### config.mk
export PLATFORM = sky130hd
export DESIGN_NAME = apb_arbiter
export DESIGN_NICKNAME = d
export VERILOG_FILES = /design/src/rtl/apb_pkg.sv /design/src/rtl/apb_rr_arbiter.sv /design/src/rtl/apb_arbiter.sv
export SDC_FILE = /design/constraint.sdc
export NUM_CORES = 1
export LEC_CHECK = 0
export ABC_AREA = 1
export CELL_PAD_IN_SITES_DETAIL_PLACEMENT = 1
export CELL_PAD_IN_SITES_GLOBAL_PLACEMENT = 1
export CORE_MARGIN = 2
export CORE_UTILIZATION = 27
export DETAILED_ROUTE_END_ITERATION = 7
export PLACE_DENSITY = 0.77
export REMOVE_ABC_BUFFERS = 1
export SLEW_MARGIN = 20
export SYNTH_ARGS = -nofsm -noshare
export SYNTH_HDL_FRONTEND = slang
export SYNTH_SLANG_ARGS = --single-unit
### constraint.sdc
create_clock -name i_clk -period 1.9 [get_ports i_clk]
set_input_delay 0.38 -clock i_clk [delete_from_list [all_inputs] [get_ports i_clk]]
set_output_delay 0.38 -clock i_clk [all_outputs]
set_load 0.03 [all_outputs]
### src/rtl/apb_pkg.sv
// Shared types and constants for the two-requester APB arbiter.
package apb_pkg;
  localparam int ADDR_W_DEF = 32;
  localparam int DATA_W_DEF = 32;
  localparam int NUM_REQ    = 2;
  localparam int REQ_IDX_W  = (NUM_REQ > 1) ? $clog2(NUM_REQ) : 1;

  typedef enum logic [1:0] {
    IDLE   = 2'd0,
    SETUP  = 2'd1,
    ACCESS = 2'd2,
    RESP   = 2'd3
  } state_e;
endpackage

### src/rtl/apb_rr_arbiter.sv
// Round-robin pick: search starts one past the last-granted index and wraps.
module apb_rr_arbiter #(
  parameter int N     = 2,
  parameter int IDX_W = 1
) (
  input  logic [N-1:0]     req_i,
  input  logic [IDX_W-1:0] ptr_i,
  output logic [N-1:0]     grant_o
);
  logic [IDX_W-1:0] idx;
  logic             found;

  always_comb begin
    grant_o = '0;
    found   = 1'b0;
    idx     = '0;
    for (int k = 1; k <= N; k++) begin
      idx = IDX_W'((int'(ptr_i) + k) % N);
      if (!found && req_i[idx]) begin
        grant_o[idx] = 1'b1;
        found        = 1'b1;
      end
    end
  end
endmodule

### src/rtl/apb_arbiter.sv
// Two-requester APB master: round-robin grant, one transfer at a time,
// ACCESS-phase timeout reported as an error completion.
module apb_arbiter
  import apb_pkg::*;
#(
  parameter int ADDR_W  = ADDR_W_DEF,
  parameter int DATA_W  = DATA_W_DEF,
  parameter int TIMEOUT = 16
) (
  input  logic                      i_clk,
  input  logic                      i_reset_n,
  input  logic [NUM_REQ-1:0]        i_req,
  input  logic [NUM_REQ-1:0]        i_write,
  input  logic [NUM_REQ*ADDR_W-1:0] i_addr,
  input  logic [NUM_REQ*DATA_W-1:0] i_wdata,
  output logic [NUM_REQ-1:0]        o_grant,
  output logic [NUM_REQ-1:0]        o_done,
  output logic [DATA_W-1:0]         o_rdata,
  output logic                      o_err,
  output logic [ADDR_W-1:0]         PADDR,
  output logic                      PWRITE,
  output logic [DATA_W-1:0]         PWDATA,
  output logic                      PSELx,
  output logic                      PENABLE,
  input  logic [DATA_W-1:0]         PRDATA,
  input  logic                      PREADY,
  input  logic                      PSLVERR
);
  localparam int WAIT_W = $clog2(TIMEOUT + 1);
  localparam int IDX_W  = REQ_IDX_W;

  if (TIMEOUT < 2 || TIMEOUT > 255) begin : g_bad_timeout
    $error("apb_arbiter: TIMEOUT must be in 2..255");
  end

  state_e             state_q, state_d;
  logic [NUM_REQ-1:0] grant_q, grant_d;
  logic [NUM_REQ-1:0] arb_gnt;
  logic [IDX_W-1:0]   ptr_q, ptr_d;
  logic               write_q, write_d;
  logic [ADDR_W-1:0]  addr_q, addr_d;
  logic [DATA_W-1:0]  wdata_q, wdata_d;
  logic [WAIT_W-1:0]  wait_q, wait_d;
  logic [DATA_W-1:0]  rdata_q, rdata_d;
  logic               err_q, err_d;

  apb_rr_arbiter #(
    .N     (NUM_REQ),
    .IDX_W (IDX_W)
  ) u_rr (
    .req_i   (i_req),
    .ptr_i   (ptr_q),
    .grant_o (arb_gnt)
  );

  always_ff @(posedge i_clk or negedge i_reset_n) begin
    if (!i_reset_n) begin
      state_q <= IDLE;
      grant_q <= '0;
      ptr_q   <= IDX_W'(1);
      write_q <= 1'b0;
      addr_q  <= '0;
      wdata_q <= '0;
      wait_q  <= '0;
      rdata_q <= '0;
      err_q   <= 1'b0;
    end else begin
      state_q <= state_d;
      grant_q <= grant_d;
      ptr_q   <= ptr_d;
      write_q <= write_d;
      addr_q  <= addr_d;
      wdata_q <= wdata_d;
      wait_q  <= wait_d;
      rdata_q <= rdata_d;
      err_q   <= err_d;
    end
  end

  always_comb begin
    state_d = state_q;
    grant_d = grant_q;
    ptr_d   = ptr_q;
    write_d = write_q;
    addr_d  = addr_q;
    wdata_d = wdata_q;
    wait_d  = wait_q;
    rdata_d = rdata_q;
    err_d   = err_q;
    unique case (state_q)
      IDLE: begin
        if (|i_req) begin
          grant_d = arb_gnt;
          wait_d  = '0;
          state_d = SETUP;
          for (int n = 0; n < NUM_REQ; n++) begin
            if (arb_gnt[n]) begin
              ptr_d   = IDX_W'(n);
              write_d = i_write[n];
              addr_d  = i_addr[n*ADDR_W +: ADDR_W];
              wdata_d = i_wdata[n*DATA_W +: DATA_W];
            end
          end
        end
      end
      SETUP: state_d = ACCESS;
      ACCESS: begin
        // PREADY is checked first so a response on the last allowed cycle wins
        if (PREADY) begin
          err_d   = PSLVERR;
          rdata_d = write_q ? '0 : PRDATA;
          state_d = RESP;
        end else if (wait_q == WAIT_W'(TIMEOUT - 1)) begin
          err_d   = 1'b1;
          rdata_d = '0;
          state_d = RESP;
        end else begin
          wait_d = wait_q + 1'b1;
        end
      end
      RESP: begin
        grant_d = '0;
        state_d = IDLE;
      end
      default: state_d = IDLE;
    endcase
  end

  assign o_grant = grant_q;
  assign o_done  = (state_q == RESP) ? grant_q : '0;
  assign o_rdata = rdata_q;
  assign o_err   = err_q;
  assign PADDR   = addr_q;
  assign PWRITE  = write_q;
  assign PWDATA  = wdata_q;
  assign PSELx   = (state_q == SETUP) || (state_q == ACCESS);
  assign PENABLE = (state_q == ACCESS);
endmodule

==> summary.md <==
| Metric | Value |
|---|---|
| Pwr dens | 1571 mW/mm2 |
| Logic gate share of total power | a little under three fifths |
| Clk_skew | 0.01076 ns |
| Type of the worst setup path | reg -> out |
| P&R area growth vs syn | 66.94% |
| Initial Util | 27.67% |
| Setup crit start kind | flip-flop |
| Fillers | roughly 2300 |
| N_diodes | 0 |
| Avg Synthesized Cell Area | about 7.4 um2 |
| Crit path required time | 1.52 ns |
| Antenna violations before repair | 0 |
| Leakage | 4.003 nW |
| Sink Count | around 110 |
| Cells after Synth | 702 |
| Fin worst setup slack | 0.04661 ns |
| Layout cells sized above 1 | around 5.5% |
| Post-DP HPWL | 13.54 mm |
| Site Rows | 50 |
| EDFF count, synth | 0 |
| Slew at the pin closest to its max-slew limit | 0.4980 ns |
| F_max | 539.6 MHz |
| First-pass GRT wire length | 28.92 mm |
| Total net switching power | 6.038 mW |
| CTS Buffer Depth | 2 |
| Tot Pwr | between 10 and 15 mW |
| Die Wd | 142.9 um |
| Total grt overflow | 0 |
| M2 GR Usage | between 30% and 40% |
| Status | complete, no violations |
| Post-CTS setup buffers | 0 |
| Register area share after synthesis | 51.88% |
| Post-DR wirelength/cell | 14.68 um |
| Clk pwr share | 15.1% |
| Clock-pin slew on the worst setup and hold paths | 0.08 ns |
| Max_cap viols | 0 |
| Worst slew margin | around two thirds |
| Pin count of the biggest net entering global routing | between 60 and 70 |
| Depth of the CTS H-tree | 3 |
| Hold Fails Final Rpt | 0 |
| CP arrival | 1.47 ns |
| Top_reg_cell synth | dfrtp_1 |
| Setup_tns | 0 ns |
| Hold depth | 2 |
| Non-Filler Instances | 1233 |
| Hold Path Origin | PWDATA[1] |
| Hold path endpoint | PWDATA[1] |
| Asr flop ratio synth | 100.0% |
| Root Driver | clkbuf_16 |
| Vias in the first global route | 5523 |
| Final instance area | 0.008700 mm2 |
| CTS Buf Count | 9 |
| Drc violations | 0 |
| Met3 usage | 7.646% |
| Final setup violation count | 0 |
| CP Max Fanout | 8 |
| Yosys reg bits | 108 |
| Post-DR vias/cell | ~4.4 |
| Num ports | 272 |
| Placed cell areas | 0.008361 mm2 |
| 1st-pass router iterations | 4 |
| Worst R2R Setup Slack | 0.14 ns |
| R2R Path Start | wait_q[0] |
| Inst Count DP | 1216 |
| Nets | 1142 |
| Post-Route WL | 18.10 mm |
| Via Count | 5375 |
| FF-to-FF path depth | 8 |
| Most frequent cells in the layout | 275 x nand2_1, 265 x clkdlybuf4s50_1, 107 x dfrtp_1, 77 x inv_1, 70 x nor2_1 |
| Post-route minimum period | 1.853 ns |
| Hold WS | 0.4858 ns |
| Mapped cell area | 0.005211 mm2 |
| IO Port Bufs | 271 |
| DRT antenna net count | 0 |
| Unrepaired setup endpoints after global routing | true |
| CTS tree | built |
| Clk Latency, worst-skew pair | between 0.3 and 0.4 ns |
| VDD IR-drop max | 607.0 uV |
| Worst slack, placed | -0.004877 ns |
| Final core occ | 46.20% |
| GP Congestion | 0.7554 |
| Cell-internal power | 7.629 mW |
| Final period util | 97.55% |
| Most used routing layer | met2 |
| First DRT Iteration DRCs | around 150 |
| Worst Hold Class | reg -> reg |
| Synth cell types | 19 |
| GRT met1 Usage | between 20 and 25% |
| Ys Warns | 0 |
| Crit end category | output port |
| GRT Util Overall | 18.17% |
| Die area | 0.02043 mm2 |
| Most common cell after layout, fill and taps aside | nand2_1 |
| R2r endpoint | wait_q[1] |
| Seq pwr share | 29.3% |
| Final Slew Violations | 0 |
| Net Sw Frac | about 44% |
| Die height | between 100 and 150 um |
| Core area | about 0.019 mm2 |
## power groups by stage
stage	Clock [mW]	Sequential (mW)	Combinational, mW
finish	2.07	4.00	7.60
global route	2.22	4.13	8.26
CTS	2.16	4.02	7.73
detailed placement	0	4.04	7.71
global placement	0	4.02	7.56
floorplan	0	5.97	2.12
## cells in the mapped netlist, types with 2 or more instances
cell type / n / share of area [%]
buf_4: 7 / 1.0
nor2_1: 71 / 5.1
or2_2: 2 / 0.24
dfrtp_1: 107 / 51
a21oi_1: 2 / 0.19
inv_1: 77 / 5.5
nand2_1: 275 / 20
ha_1: 6 / 1.4
clkbuf_1: 8 / 0.58
nand3_1: 7 / 0.67
buf_2: 24 / 2.3
o21ai_0: 41 / 3.9
o21ai_1: 68 / 6.5
inv_2: 2 / 0.14
## layout make-up
cell class | count | area [um2] | share of cell area [%]
clock buffer | 9 | 225.2 | 2.589
clock inverter | 7 | 96.34 | 1.107
inverter | 79 | 296.5 | 3.409
multi-input combinational | 476 | 2044 | 23.50
sequential | 108 | 2704 | 31.08
tap | 260 | 325.3 | 3.739
timing repair buffer | 294 | 3008 | 34.57
## how the worst max path moves through the flow
stage | to | from | slack [ns] | depth (start not counted)
floorplan | wait_q[0] | wait_q[0] | -1.92 | 7
global placement | o_grant[0] | i_req[1] | 0.05 | 6
detailed placement | o_grant[1] | i_req[1] | -0.005 | 6
CTS | wait_q[1] | wait_q[0] | 0.002 | 8
global route | PENABLE | state_q[0] | -0.06 | 4
finish | PENABLE | state_q[0] | 0.05 | 4
## critical path, stage by stage, from the launching register on
cell     delay [ns]
dfrtp_1        0.40
inv_1          0.11
ha_2           0.28
buf_4          0.17
buf_4          0.16
## routing by layer
layer	vias to the layer above	wire length [um]
met1	2499	7536
met4	0	265
met5	-	0
li1	2665	-
met3	16	1832
met2	195	8462
## timing repair
action                                  CTS  global route
endpoints found under the setup margin    4             9
pin swaps                                 0             0
hold buffers                              1             0
gates resized for setup                   9             3
endpoints found under the hold margin     2             0
## kinds of logic after synthesis
| family | Yosys count | synth area share (%) |
|---|---|---|
| compound gates | 114 | 11.14 |
| simple gates | 356 | 25.95 |
| buf+inv | 118 | 9.580 |
| flops | 108 | 51.88 |
| fa+ha+maj | 6 | 1.441 |
## registers in the layout (all words and copies together) (netlist names)
register	cells
state_q	2
o_grant	2
o_err	1
o_rdata	32
PADDR	32
PWDATA	32
wait_q	5
ptr_q	1
PWRITE	1
Note: power is estimated with default switching activity, not from simulation.
